--- config.mk ---
export PLATFORM = sky130hd
export DESIGN_NAME = updi_tx
export DESIGN_NICKNAME = d
export VERILOG_FILES = /design/src/rtl/updi_pkg.sv /design/src/rtl/updi_bit_timer.sv /design/src/rtl/updi_tx.sv
export SDC_FILE = /design/constraint.sdc
export NUM_CORES = 1
export LEC_CHECK = 0
export CAP_MARGIN = 20
export CORE_MARGIN = 2
export CORE_UTILIZATION = 53
export CTS_CLUSTER_DIAMETER = 50
export CTS_CLUSTER_SIZE = 28
export DETAILED_ROUTE_END_ITERATION = 10
export PLACE_DENSITY = 0.8
export SYNTH_ARGS = -nofsm -noshare
export SYNTH_HDL_FRONTEND = slang
export SYNTH_SLANG_ARGS = --single-unit
export TNS_END_PERCENT = 1
--- constraint.sdc ---
create_clock -name clk -period 1.61 [get_ports clk]
set_input_delay 0.322 -clock clk [delete_from_list [all_inputs] [get_ports clk]]
set_output_delay 0.322 -clock clk [all_outputs]
set_load 0.005 [all_outputs]
--- src/rtl/updi_pkg.sv ---
// Shared definitions for the UPDI transmitter and receiver: frame constants and FSM state encoding.
package updi_pkg;

    localparam int UPDI_DATA_BITS  = 8;
    localparam int UPDI_STOP_BITS  = 2;
    localparam int UPDI_FRAME_BITS = 1 + UPDI_DATA_BITS + 1 + UPDI_STOP_BITS;
    localparam int UPDI_IDX_W      = $clog2(UPDI_DATA_BITS);

    typedef enum logic [2:0] {
        IDLE,
        START,
        DATA,
        PARITY,
        STOP1,
        STOP2
    } updi_state_t;

endpackage

--- src/rtl/updi_bit_timer.sv ---
// UART bit-period down-counter: load sets BIT_CLK-1, tick marks the last cycle of a bit.
module updi_bit_timer #(
    parameter int BIT_CLK = 100
) (
    input  logic clk,
    input  logic rst,
    input  logic load,
    input  logic clear,
    output logic tick
);

    localparam int W = (BIT_CLK > 1) ? $clog2(BIT_CLK) : 1;

    logic [W-1:0] cnt_q;

    // NOTE: sequential state uses non-blocking assignments so every flop samples pre-edge values.
    always_ff @(posedge clk) begin
        if (rst || clear) begin
            cnt_q <= '0;
        end else if (load) begin
            cnt_q <= W'(BIT_CLK - 1);
        end else if (cnt_q != '0) begin
            cnt_q <= cnt_q - W'(1);
        end
    end

    assign tick = (cnt_q == '0);

endmodule

--- src/rtl/updi_tx.sv ---
// UPDI transmitter: 12-bit frames (start, 8 data LSB first, even parity, 2 stops) with break override.
module updi_tx
    import updi_pkg::*;
#(
    parameter int BIT_CLK = 100
) (
    input  logic       clk,
    input  logic       rst,
    input  logic [7:0] tx_data,
    input  logic       tx_valid,
    output logic       tx_ready,
    input  logic       brk_busy,
    input  logic       brk_pulse,
    output logic       txd,
    output logic       tx_oe,
    output logic       busy
);

    updi_state_t                 state_q, state_d;
    logic [UPDI_DATA_BITS-1:0]   data_q;
    logic                        parity_q;
    logic [UPDI_IDX_W-1:0]       bit_idx_q;
    logic                        tick;
    logic                        load;
    logic                        accept;
    logic                        last_bit;

    assign tx_ready = (state_q == IDLE) && !brk_busy;
    assign accept   = tx_valid && tx_ready;
    assign busy     = (state_q != IDLE);
    assign last_bit = (bit_idx_q == UPDI_IDX_W'(UPDI_DATA_BITS - 1));

    updi_bit_timer #(
        .BIT_CLK (BIT_CLK)
    ) u_bit_timer (
        .clk   (clk),
        .rst   (rst),
        .load  (load),
        .clear (brk_busy),
        .tick  (tick)
    );

    always_ff @(posedge clk) begin
        if (rst) begin
            state_q <= IDLE;
        end else begin
            state_q <= state_d;
        end
    end

    // NOTE: every always_comb output gets a default first so no path can infer a latch.
    always_comb begin
        state_d = state_q;
        load    = 1'b0;
        if (brk_busy) begin
            state_d = IDLE;
        end else begin
            case (state_q)
                IDLE: begin
                    if (tx_valid) begin
                        state_d = START;
                        load    = 1'b1;
                    end
                end
                START: begin
                    if (tick) begin
                        state_d = DATA;
                        load    = 1'b1;
                    end
                end
                DATA: begin
                    if (tick) begin
                        load = 1'b1;
                        if (last_bit) begin
                            state_d = PARITY;
                        end
                    end
                end
                PARITY: begin
                    if (tick) begin
                        state_d = STOP1;
                        load    = 1'b1;
                    end
                end
                STOP1: begin
                    if (tick) begin
                        state_d = STOP2;
                        load    = 1'b1;
                    end
                end
                STOP2: begin
                    if (tick) begin
                        state_d = IDLE;
                    end
                end
                default: state_d = IDLE;
            endcase
        end
    end

    // Byte and parity are captured only on the handshake; later tx_data changes are ignored.
    always_ff @(posedge clk) begin
        if (rst) begin
            data_q    <= '0;
            parity_q  <= 1'b0;
            bit_idx_q <= '0;
        end else if (brk_busy) begin
            bit_idx_q <= '0;
        end else if (accept) begin
            data_q    <= tx_data;
            parity_q  <= ^tx_data;
            bit_idx_q <= '0;
        end else if (state_q == DATA && tick) begin
            bit_idx_q <= bit_idx_q + UPDI_IDX_W'(1);
        end
    end

    always_comb begin
        txd   = 1'b1;
        tx_oe = 1'b0;
        if (brk_busy) begin
            txd   = brk_pulse;
            tx_oe = 1'b1;
        end else begin
            case (state_q)
                START: begin
                    txd   = 1'b0;
                    tx_oe = 1'b1;
                end
                DATA: begin
                    txd   = data_q[bit_idx_q];
                    tx_oe = 1'b1;
                end
                PARITY: begin
                    txd   = parity_q;
                    tx_oe = 1'b1;
                end
                STOP1, STOP2: begin
                    txd   = 1'b1;
                    tx_oe = 1'b1;
                end
                default: begin
                    txd   = 1'b1;
                    tx_oe = 1'b0;
                end
            endcase
        end
    end

endmodule

==> After elaboration in Yosys (flattened, before gate mapping) <==
Cells that the tools add are included.
{ "classes": {"n_lt_le_gt_ge": 1, "muxes": 20, "add_sub_neg": 2, "bitwise": 1, "reduce_logical": 18, "eq_ne": 13} }
{ "op_table": {"columns": ["operator", "count"], "rows": [
  ["3-bit two-way mux", 7],
  ["3-bit one-hot mux with 6 select lines", 1],
  ["7-bit two-way mux", 2],
  ["2-bit inequality test (second input constant)", 7],
  ["3-bit equality test (second input constant)", 3],
  ["8-bit XOR reduction", 1],
  ["7-bit zero test", 1],
  ["1-bit two-way mux", 7],
  ["7-bit AND reduction", 1],
  ["7-bit nonzero test", 1],
  ["7-bit by 1-bit subtractor with 7-bit output (second input constant)", 1],
  ["3-bit by 2-bit equality test with 1-bit output (second input constant)", 2],
  ["5-bit OR reduction", 1],
  ["3-bit by 4-bit < comparator with 1-bit output (second input constant)", 1],
  ["2-bit OR reduction", 2],
  ["4-bit OR reduction", 1],
  ["3-bit by 1-bit adder with 3-bit output (second input constant)", 1],
  ["1-bit binary-select mux with 3-bit select", 1],
  ["3-bit by 1-bit equality test with 1-bit output (second input constant)", 1],
  ["1-bit logical AND", 3],
  ["3-bit zero test", 1],
  ["1-bit one-hot mux with 3 select lines", 1],
  ["3-bit nonzero test", 1],
  ["3-bit OR reduction", 1],
  ["6 further kinds", 6]
]} }
{ "word_totals": {"output_inout_bits": 4, "elab_cells": 61, "in_bits": 13, "reg_bits": 22} }

==> Depth between registers and ports, before layout <==
Gate-level depths: netlist (run 1).
{ "logic_depth": {"word_depth": 5, "ltp_mapped": 6, "ltp_nobuf": 6} }

==> Modules after synthesis <==
Synthesis (run 1) repeated with hierarchy kept, for this count alone.
{ "hier_totals": {"hier_cells": 138, "area_unflattened_um2": 1251.2} }
{ "modules_own_cells": {"columns": ["module", "instances", "cells_each", "area_per_inst_um2"], "rows": [
  ["updi_tx", 1, 93, 860.8],
  ["updi_bit_timer", 1, 45, 390.4]
]} }

==> Least setup slack after synthesis (run 1) <==
No wires, ideal clock.
{ "synth_path": {"path_kind": "reg2out", "startpoint": "register bit_idx_q[1]", "endpoint": "output port txd", "n_path_buf": 0, "arrival_time_ns": 1.110, "path_stages_with_launch": 4, "slack_ns": 0.178, "required_time_ns": 1.288, "cell_sequence": "dfxtp_1 -> mux4_2 -> mux2i_1 -> a31oi_1"} }
{ "synth_between": {"elab_chain_cells": 4} }
{ "synth_lines": {"columns": ["element", "line_no", "text"], "rows": [
  ["from (decl)", "updi_tx.sv:22", "logic [UPDI_IDX_W-1:0] bit_idx_q;"],
  ["from (signal assigned)", "updi_tx.sv:114", "bit_idx_q <= bit_idx_q + UPDI_IDX_W'(1);"],
  ["1-bit binary-select mux with 3-bit select", "updi_tx.sv:131", "txd = data_q[bit_idx_q];"],
  ["1-bit two-way mux (not written as such)", "updi_tx.sv:131", null],
  ["1-bit one-hot mux with 3 select lines", "updi_tx.sv:125", "case (state_q)"],
  ["1-bit two-way mux", "updi_tx.sv:121", "if (brk_busy) begin"],
  ["to (decl)", "updi_tx.sv:14", "output logic txd,"]
]} }
No other way between the ends. The select of a mux whose other input is x is not followed.

==> Final worst setup path (run 1) <==
Ends and elaborated chain as after synthesis.

==> results.tsv, run 1 <==
stage	metric	value	unit
run_status	status	finished with violations	
run_status	failing checks	setup timing	
timing	final count of pins violating max slew	0	
yosys	most frequent cell after synthesis	dfxtp_1	
timing	RSZ-0062 raised after global routing	true	
timing	Final Skew	3.597	ps
yosys	Synth Flop Type	dfxtp_1	
placed_design	Final GP Congestion	0.7961	
placed_design	Post-DP Area	0.001504	mm²
clocking	CTS Buf Count	3	
clocking	clk sinks	22	
routing	overall routed net length	2903	µm
layout	layout cells sized above 1	27.33	%
critical_path	WP data arrival	1630	ps
yosys	Yosys warnings	0	
placed_design	I/O Buffers	16	
clocking	worst skew pair latency	300	ps
clocking	maximum root-to-sink buffer count	2	
yosys	synthesized net count	155	
critical_path	CP max stage delay	510	ps
critical_path	element type at the critical path end	output port	
timing	normalized max-slew margin	76.94	%
yosys	number of synthesized register bits	22	
global_route	pin count of the biggest net entering global routing	13	
clocking	# H-tree levels	1	
critical_path	CP Class	flip-flop to output port	
power_and_ir_drop	logic gate share of total power	31.4	%
critical_path	delay-heaviest family, CP	multiplexers	
power_and_ir_drop	Int Pwr	0.9254	mW
floorplan	Core ar.	0.002191	mm²
placed_design	DP Cell Count	193	
yosys	number of synthesized flops with an enable pin	0	
power_and_ir_drop	final total power	1.326	mW
yosys	top cells by count, synth	dfxtp_1, a21oi_1, nand2_1	
routing	DRC viols	0	
routing	routed len/inst	14.52	µm
global_route	initial antenna violation count	0	
critical_path	sum of buffers and inverters on the critical path	1	
clocking	CTS clk-pin slew, worst paths	120	ps
power_and_ir_drop	Flop pwr share	46.1	%
power_and_ir_drop	Clock Power Share	22.5	%
global_route	first-pass GRT wire length	4809	µm
yosys	syn_area_per_cell	8.795	µm²
min_path	worst hold path class	flip-flop to flip-flop	
critical_path	Max stage delay cell, worst path	mux4_2	
clocking	CTS root buffer	clkbuf_4	
flow_run	max cap viols	0	
yosys	area leader, netlist	dfxtp_1	
yosys	register area share after synthesis	36.29	%
critical_path	crit-path max FO	3	
layout	Syn-to-layout area delta	31.75	%
layout	nets	190	
power_and_ir_drop	VDD IR-drop max	0.5660	mV
critical_path	cell breakdown of the critical path	mux4_2 -> mux2i_2 -> a31oi_1 -> buf_2	
yosys	top cells by area, synth	dfxtp_1, xnor2_1, a21oi_1, nand3_1, ha_1	
placed_design	DP Wirelength	2090	µm
clocking	CTS tree	built	
timing	measured slew at the worst slew-check pin	342.9	ps
floorplan	chip width	51.86	µm
yosys	Synth top area share	36.29	%
clocking	Hold Buf Count CTS	0	
yosys	post-synth cell types	37	
yosys	Cell Area, Synth	0.001214	mm²
layout	Final Instance Area	0.001599	mm²
floorplan	Die Height	51.86	µm
routing	1st-iter DRT viols	50	
timing	Achievable Freq	513.2	MHz
timing	Tcrit/Tclk final	121.0	%
timing	final worst slack	-338.6	ps
power_and_ir_drop	Switch Pwr	0.4007	mW
routing	vias	1148	
critical_path	CP required	1290	ps
routing	DR pass1 iterations	4	
timing	Tmin final	1949	ps
layout	fillers	156	
floorplan	row count	17	
routing	Vias per Instance	5.740	
critical_path	CP Launch Type	flip-flop	
layout	Ant. Diodes	0	
power_and_ir_drop	Leak	0.6669	nW
yosys	Post-Syn Instances	138	
timing	Setup Viol. Count Final	3	
routing	Antenna Nets Post-Route	0	
layout	Finished Layout Cells	200	
floorplan	Die ar.	0.002689	mm²
global_route	gr ovfl total	0	
floorplan	initial cell density of the core	55.40	%
power_and_ir_drop	Switching Share	30.22	%
global_route	vias in the first global route	1121	
yosys	ys async rst share	0	%
global_route	GRT Util Overall	24.18	%
timing	final hold vios	0	
floorplan	Ports	17	
power_and_ir_drop	Pwr per Cell Area	829.3	mW/mm²
## final timing paths
| path | cells past startpoint | end | slack (ps) | from |
|---|---|---|---|---|
| hold / removal | 2 | data_q[4] | 470 | data_q[4] |
| hold reg to reg | 2 | data_q[4] | 470 | data_q[4] |
| setup / recovery | 4 | txd | -340 | bit_idx_q[1] |
| setup reg to reg | 8 | data_q[7] | 60 | state_q[0] |
## cell families (layout without fill, tap and decap cells)
family	after synthesis	in the layout	synth area share (%)
fa+ha+maj	4	4	4.124
compound gates	28	28	13.40
flops	22	22	36.29
buf+inv	11	45	4.535
simple gates	55	55	25.98
xor+xnor	12	12	8.661
mux	6	6	7.010
## worst reg2reg max path: stages, from the launching register on
cell	delay [ps]
dfxtp_2	390
nor4_2	250
buf_4	160
buf_4	140
buf_4	140
nand2_1	80
buf_4	170
nand2_1	70
a21oi_1	60
## metal layers
layer / part of all wire [%] / up-vias / GRT usage, %
met4: 0.59 / 0 / 8.333
met2: 53 / 32 / 44.09
met1: 42 / 555 / 28.73
met5: 0 / - / 0
met3: 3.8 / 2 / 3.161
li1: - / 559 / -
## flip-flops by register name (all words and copies together), names as in the netlist
register	cells
data_q	8
u_bit_timer.cnt_q	7
bit_idx_q	3
state_q	3
parity_q	1
## per-stage QoR
stage / TNS, ps / util (%) / hold WS (ps) / setup slack (ps)
floorplan: 0 / - / 430.4 / 178.4
global placement: -3572 / 68.65 / 446.7 / -389.8
detailed placement: -4825 / 68.65 / 456.1 / -469.6
CTS: -955.8 / 71.90 / 475.3 / -315.6
global route: -1142 / 72.99 / 496.8 / -386.0
finish: -697.2 / 72.99 / 474.0 / -338.6
## power groups by stage
stage,combinational [mW],clock (mW),sequential (mW)
2_1_floorplan,0.269,0,0.612
3_3_place_gp,0.379,0,0.618
3_5_place_dp,0.394,0,0.620
4_1_cts,0.398,0.305,0.608
5_1_grt,0.449,0.327,0.615
6_report,0.417,0.298,0.611
## cells in the final DEF, fill, tap and decap left out, types with 2 or more instances in the layout
cell             netlist  final
a21oi_1               15     15
a311oi_1               2      2
a31oi_1                3      3
buf_4                  0     21
clkbuf_4               0      3
clkdlybuf4s50_1        0     12
dfxtp_1               22     17
dfxtp_2                0      3
dfxtp_4                0      2
ha_1                   4      3
inv_1                  4      3
mux2i_1                4      3
mux4_2                 2      2
nand2_1               13     13
nand3_1               11     11
nand4_1                2      2
nor2_1                 9      9
nor2b_1                2      2
nor3_1                 6      5
nor4_2                 1      2
o21ai_0                3      2
o21ai_1                1      2
xnor2_1                9      9
xor2_1                 3      3
## final cells by class
class                           instances  area, µm²  share of cell area (%)
Sequential cell                        22      451.7                   28.25
Inverter                                4      15.01                  0.9390
Clock buffer                            4      36.28                   2.269
Timing Repair Buffer                   37      309.0                   19.33
Tap cell                               28      35.03                   2.191
Multi-Input combinational cell        105      752.0                   47.03
## what timing repair did
| item | 4_1_cts | 5_1_grt |
|---|---|---|
| hold endpoints to repair | 0 | 0 |
| pin swaps | 2 | 2 |
| gates resized for setup | 14 | 9 |
| buffers inserted | 3 | 0 |
| setup endpoints to repair | 7 | 22 |
(Power assumes the default switching activity.)
==> run 2, diff against run 1 <==
--- a/config.mk
+++ b/config.mk
@@ -11,7 +11,8 @@
 export CTS_CLUSTER_DIAMETER = 50
 export CTS_CLUSTER_SIZE = 28
 export DETAILED_ROUTE_END_ITERATION = 10
-export PLACE_DENSITY = 0.8
+export GPL_TIMING_DRIVEN = 0
+export PLACE_DENSITY_LB_ADDON = 0.1
 export SYNTH_ARGS = -nofsm -noshare
 export SYNTH_HDL_FRONTEND = slang
 export SYNTH_SLANG_ARGS = --single-unit
==> results.tsv, run 2 (synthesis gave the netlist of run 1 again) <==
stage	metric	value	unit
routing	1st-iter DRT viols	9	
power_and_ir_drop	final total power	1.430	mW
floorplan	chip width	51.86	µm
critical_path	crit-path max FO	3	
layout	nets	179	
timing	final count of pins violating max slew	0	
power_and_ir_drop	VDD IR-drop max	0.5193	mV
timing	worst hold slack	204.4	ps
placed_design	Final GP Congestion	0.7640	
layout	Top Registers	data_q (8), u_bit_timer.cnt_q (7)	
floorplan	Ports	17	
clocking	CTS tree	built	
placed_design	DP Cell Count	181	
layout	number of flip-flops in the largest register	8	
global_route	GRT Util Overall	22.03	%
layout	Biggest register	data_q	
timing	Setup TNS	-651.2	ps
power_and_ir_drop	Pwr per Cell Area	927.9	mW/mm²
critical_path	CP Launch Type	flip-flop	
layout	most common cell after layout, fill and taps aside	dfxtp_1	
timing	final hold vios	0	
timing	Final Skew	7.601	ps
layout	layout cells sized above 1	22.36	%
placed_design	DP Wirelength	1927	µm
layout	Finished Layout Cells	189	
global_route	vias in the first global route	1008	
global_route	first-pass GRT wire length	4464	µm
flow_run	max cap viols	0	
timing	final worst slack	-341.0	ps
floorplan	row count	17	
run_status	failing checks	setup timing	
floorplan	Core ar.	0.002191	mm²
layout	fillers	179	
min_path	worst hold path class	input pin to flip-flop	
critical_path	CP Class	flip-flop to output port	
routing	routed len/inst	13.74	µm
run_status	status	finished with violations	
timing	RSZ-0062 raised after global routing	true	
clocking	maximum root-to-sink buffer count	2	
routing	Antenna Nets Post-Route	0	
global_route	pin count of the biggest net entering global routing	14	
clocking	# H-tree levels	1	
critical_path	WP data arrival	1630	ps
timing	Achievable Freq	512.6	MHz
global_route	initial antenna violation count	0	
critical_path	cell breakdown of the critical path	mux4_2 -> mux2i_1 -> a31oi_1 -> buf_2	
critical_path	CP required	1290	ps
placed_design	I/O Buffers	15	
routing	DRC viols	0	
timing	normalized max-slew margin	73.69	%
power_and_ir_drop	Leak	0.6084	nW
clocking	CTS clk-pin slew, worst paths	130	ps
layout	Ant. Diodes	0	
floorplan	Die Height	51.86	µm
clocking	CTS Buf Count	3	
critical_path	CP max stage delay	490	ps
routing	DR pass1 iterations	4	
timing	Tmin final	1951	ps
routing	vias	1063	
global_route	gr ovfl total	0	
layout	final core occ	70.36	%
layout	most frequent cells in the layout	dfxtp_1, a21oi_1, nand2_1	
routing	overall routed net length	2596	µm
floorplan	initial cell density of the core	55.40	%
clocking	clk sinks	22	
routing	Vias per Instance	5.624	
timing	Setup Viol. Count Final	3	
layout	Final Instance Area	0.001541	mm²
placed_design	pre-CTS setup slack	-614.1	ps
placed_design	Post-DP Area	0.001399	mm²
critical_path	element type at the critical path end	output port	
clocking	CTS root buffer	clkbuf_4	
layout	Syn-to-layout area delta	27.01	%
critical_path	Max stage delay cell, worst path	mux4_2	
floorplan	Die ar.	0.002689	mm²
critical_path	Reg2Reg Setup Slack	20	ps
clocking	worst skew pair latency	300	ps
timing	Tcrit/Tclk final	121.2	%
timing	measured slew at the worst slew-check pin	390.6	ps
clocking	Hold Buf Count CTS	0	
-- run 2: cell types whose count changed in the layout (fill, tap and decap cells not counted), moves of 2 or more --
| cell | previous run | this run |
|---|---|---|
| buf_2 | 1 | 3 |
| buf_4 | 21 | 5 |
| inv_4 | 0 | 2 |
| nor4_2 | 2 | 0 |
| clkdlybuf4s15_1 | 0 | 2 |
| buf_6 | 0 | 4 |
| clkdlybuf4s50_1 | 12 | 10 |
-- run 2: report_power, final --
group | internal (mW) | switching [mW] | leakage [nW]
Combinational | 0.198 | 0.201 | 0.398
Clock | 0.251 | 0.169 | 0.0279
Sequential | 0.577 | 0.0347 | 0.183
Total | 1.03 | 0.405 | 0.608
-- run 2: path summary, 6_finish.rpt --
path                                             end  cells past startpoint                 start
worst max-delay path                             txd                      4          bit_idx_q[1]
worst min-delay path                       data_q[6]                      2                   rst
worst max register to register  u_bit_timer.cnt_q[5]                      6  u_bit_timer.cnt_q[1]
worst min register to register             data_q[1]                      2             data_q[1]
-- run 2: final cells by class --
class                   instances  area (µm²)  share of cell area, %
well taps                      28       35.03                  2.273
clock inverters                 1       30.03                  1.948
repair buffers                 19       168.9                  10.96
plain buffers                   7       61.31                  3.977
flip-flops and latches         22       452.9                  29.38
multi-input cells             105       750.7                  48.70
clock buffers                   3       22.52                  1.461
inverters                       4       20.02                  1.299
-- run 2: metal layers --
layer / wire length [µm] / up-vias / share of wire (%) / global-route usage, %
li1: - / 537 / - / -
met1: 1107 / 492 / 43 / 26.32
met2: 1343 / 30 / 52 / 39.87
met3: 112 / 4 / 4.3 / 3.161
met4: 31 / 0 / 1.2 / 7.456
met5: 0 / - / 0 / 0
-- run 2: critical path, delay by kind of cell (launching register included) --
kind	cells	cell delay, ps
DFF	1	390
buffers and inverters	1	140
muxes	2	700
AOI/OAI and AO/OA	1	110
-- run 2: timing repair --
item                                    4_1_cts  5_1_grt
buffers inserted                              4        0
resized for setup                            31        6
hold endpoints to repair                      0        0
pin swaps                                     3        4
endpoints found under the setup margin       13       13
==> run 3, diff against run 2 <==
--- a/config.mk
+++ b/config.mk
@@ -7,11 +7,11 @@
 export LEC_CHECK = 0
 export CAP_MARGIN = 20
 export CORE_MARGIN = 2
-export CORE_UTILIZATION = 53
+export CORE_UTILIZATION = 56
+export CTS_BUF_LIST = sky130_fd_sc_hd__clkbuf_8
 export CTS_CLUSTER_DIAMETER = 50
 export CTS_CLUSTER_SIZE = 28
 export DETAILED_ROUTE_END_ITERATION = 10
-export GPL_TIMING_DRIVEN = 0
 export PLACE_DENSITY_LB_ADDON = 0.1
 export SYNTH_ARGS = -nofsm -noshare
 export SYNTH_HDL_FRONTEND = slang
==> results.tsv, run 3 (synthesis gave the netlist of run 1 again) <==
stage	metric	value	unit
layout	nets	188	
critical_path	critical path capture point	txd	
timing	normalized max-slew margin	77.93	%
critical_path	R2R Path Start	u_bit_timer.cnt_q[1]	
global_route	gr ovfl total	0	
layout	area occupied by multi-input gates	750.7	µm²
floorplan	row count	16	
placed_design	Final GP Congestion	0.8161	
clocking	maximum root-to-sink buffer count	2	
critical_path	R2R Path End	state_q[1]	
timing	Setup Viol. Count Final	2	
clocking	CTS Buf Count	3	
critical_path	delay-heaviest family, CP	multiplexers	
routing	1st-iter DRT viols	21	
layout	Ant. Diodes	0	
flow_run	max cap viols	0	
routing	vias	1109	
min_path	worst hold path class	flip-flop to flip-flop	
placed_design	pre-CTS setup slack	-433.7	ps
floorplan	Die Height	50.56	µm
clocking	clk sinks	22	
routing	Antenna Nets Post-Route	0	
clocking	CTS tree	built	
layout	Top Registers	data_q (8), u_bit_timer.cnt_q (7)	
clocking	CTS clk-pin slew, worst paths	80	ps
power_and_ir_drop	Pwr per Cell Area	947.5	mW/mm²
timing	Tcrit/Tclk final	116.9	%
power_and_ir_drop	Leak	0.6608	nW
clocking	worst skew pair latency	260	ps
layout	Biggest register	data_q	
timing	final count of pins violating max slew	0	
layout	most frequent cells in the layout	buf_4, dfxtp_1, a21oi_1	
run_status	failing checks	setup timing	
timing	RSZ-0062 raised after global routing	true	
layout	FF+latch area	455.4	µm²
critical_path	Reg2Reg Setup Slack	60	ps
critical_path	critical path depth	4	
timing	final hold vios	0	
min_path	worst hold stages	2	
placed_design	DP Wirelength	2009	µm
critical_path	crit-path max FO	3	
timing	Tmin final	1881	ps
run_status	status	finished with violations	
routing	DR pass1 iterations	5	
routing	overall routed net length	2752	µm
layout	most common cell after layout, fill and taps aside	buf_4	
clocking	# H-tree levels	1	
min_path	Worst Min Path Start	data_q[7]	
routing	DRC viols	0	
global_route	vias in the first global route	1100	
global_route	first-pass GRT wire length	4899	µm
layout	fillers	134	
timing	Setup TNS	-339.6	ps
floorplan	Ports	17	
layout	layout cells sized above 1	25.88	%
critical_path	sum of buffers and inverters on the critical path	1	
timing	Final Skew	0.8690	ps
critical_path	CP Class	flip-flop to output port	
critical_path	CP required	1290	ps
clocking	Hold Buf Count CTS	0	
critical_path	CP max stage delay	510	ps
routing	routed len/inst	13.97	µm
timing	measured slew at the worst slew-check pin	328.1	ps
global_route	pin count of the biggest net entering global routing	14	
global_route	initial antenna violation count	0	
placed_design	I/O Buffers	16	
clocking	CTS root buffer	clkbuf_8	
timing	final worst slack	-271.4	ps
critical_path	CP Launch Type	flip-flop	
critical_path	Max stage delay cell, worst path	mux4_2	
critical_path	Critical Path Source	bit_idx_q[1]	
critical_path	WP data arrival	1560	ps
routing	Vias per Instance	5.629	
critical_path	Worst Reg-to-Reg Cells	6	
layout	Syn-to-layout area delta	33.81	%
critical_path	cell breakdown of the critical path	mux4_2 -> mux2i_1 -> a31oi_1 -> buf_2	
critical_path	element type at the critical path end	output port	
global_route	GRT Util Overall	24.97	%
layout	number of flip-flops in the largest register	8	
power_and_ir_drop	VDD IR-drop max	0.6610	mV
floorplan	Core ar.	0.002002	mm²
floorplan	chip width	50.56	µm
floorplan	initial cell density of the core	60.62	%
floorplan	Die ar.	0.002556	mm²
timing	Achievable Freq	531.5	MHz
-- run 3: layout make-up --
| type | count | share of cell area, % |
|---|---|---|
| clock inverter | 1 | 1.849 |
| clock buffer | 3 | 2.542 |
| sequential | 22 | 28.04 |
| multi-input combinational | 105 | 46.22 |
| timing repair buffer | 35 | 18.18 |
| tap | 27 | 2.080 |
| inverter | 4 | 1.079 |
-- run 3: what timing repair did --
item	4_1_cts	5_1_grt
setup buffers	0	0
pin swaps	2	1
setup endpoints to repair	9	17
resized for setup	19	9
-- run 3: worst min-delay path by stage --
stage | slack, ps | to
floorplan | 430 | data_q[4]
global placement | 450 | data_q[0]
detailed placement | 450 | data_q[3]
CTS | 460 | data_q[3]
global route | 480 | data_q[7]
finish | 460 | data_q[7]
-- run 3: per-layer routing --
layer	GRT usage [%]	vias up	routed length [µm]
li1	-	556	-
met1	28.30	524	1149
met2	46.49	25	1487
met3	4.167	4	79
met4	9.009	0	35
met5	0	-	0
-- run 3: report_power, final --
part / internal, mW / leakage (nW) / switching (mW)
combinational: 0.219 / 0.442 / 0.203
sequential: 0.574 / 0.183 / 0.0347
clock: 0.332 / 0.0357 / 0.176
total: 1.13 / 0.661 / 0.413
-- run 3: per-stage QoR --
stage	std cells	hold slack (ps)	power, mW	cell area (µm²)	util [%]
2_1_floorplan	138	430.4	0.8809	1214	-
3_3_place_gp	193	445.2	1.011	1510	75.44
3_5_place_dp	193	450.7	1.024	1510	75.44
4_1_cts	197	462.2	1.531	1603	80.06
5_1_grt	197	480.1	1.617	1624	81.13
6_report	197	460.6	1.539	1624	81.13
-- run 3: worst register-to-register path, cell delays in order (launching register included) --
cell     delay (ps)
dfxtp_2         350
inv_4            70
ha_4            130
nor4b_4         300
nand3_1         200
xor2_1          200
nor3_1          200
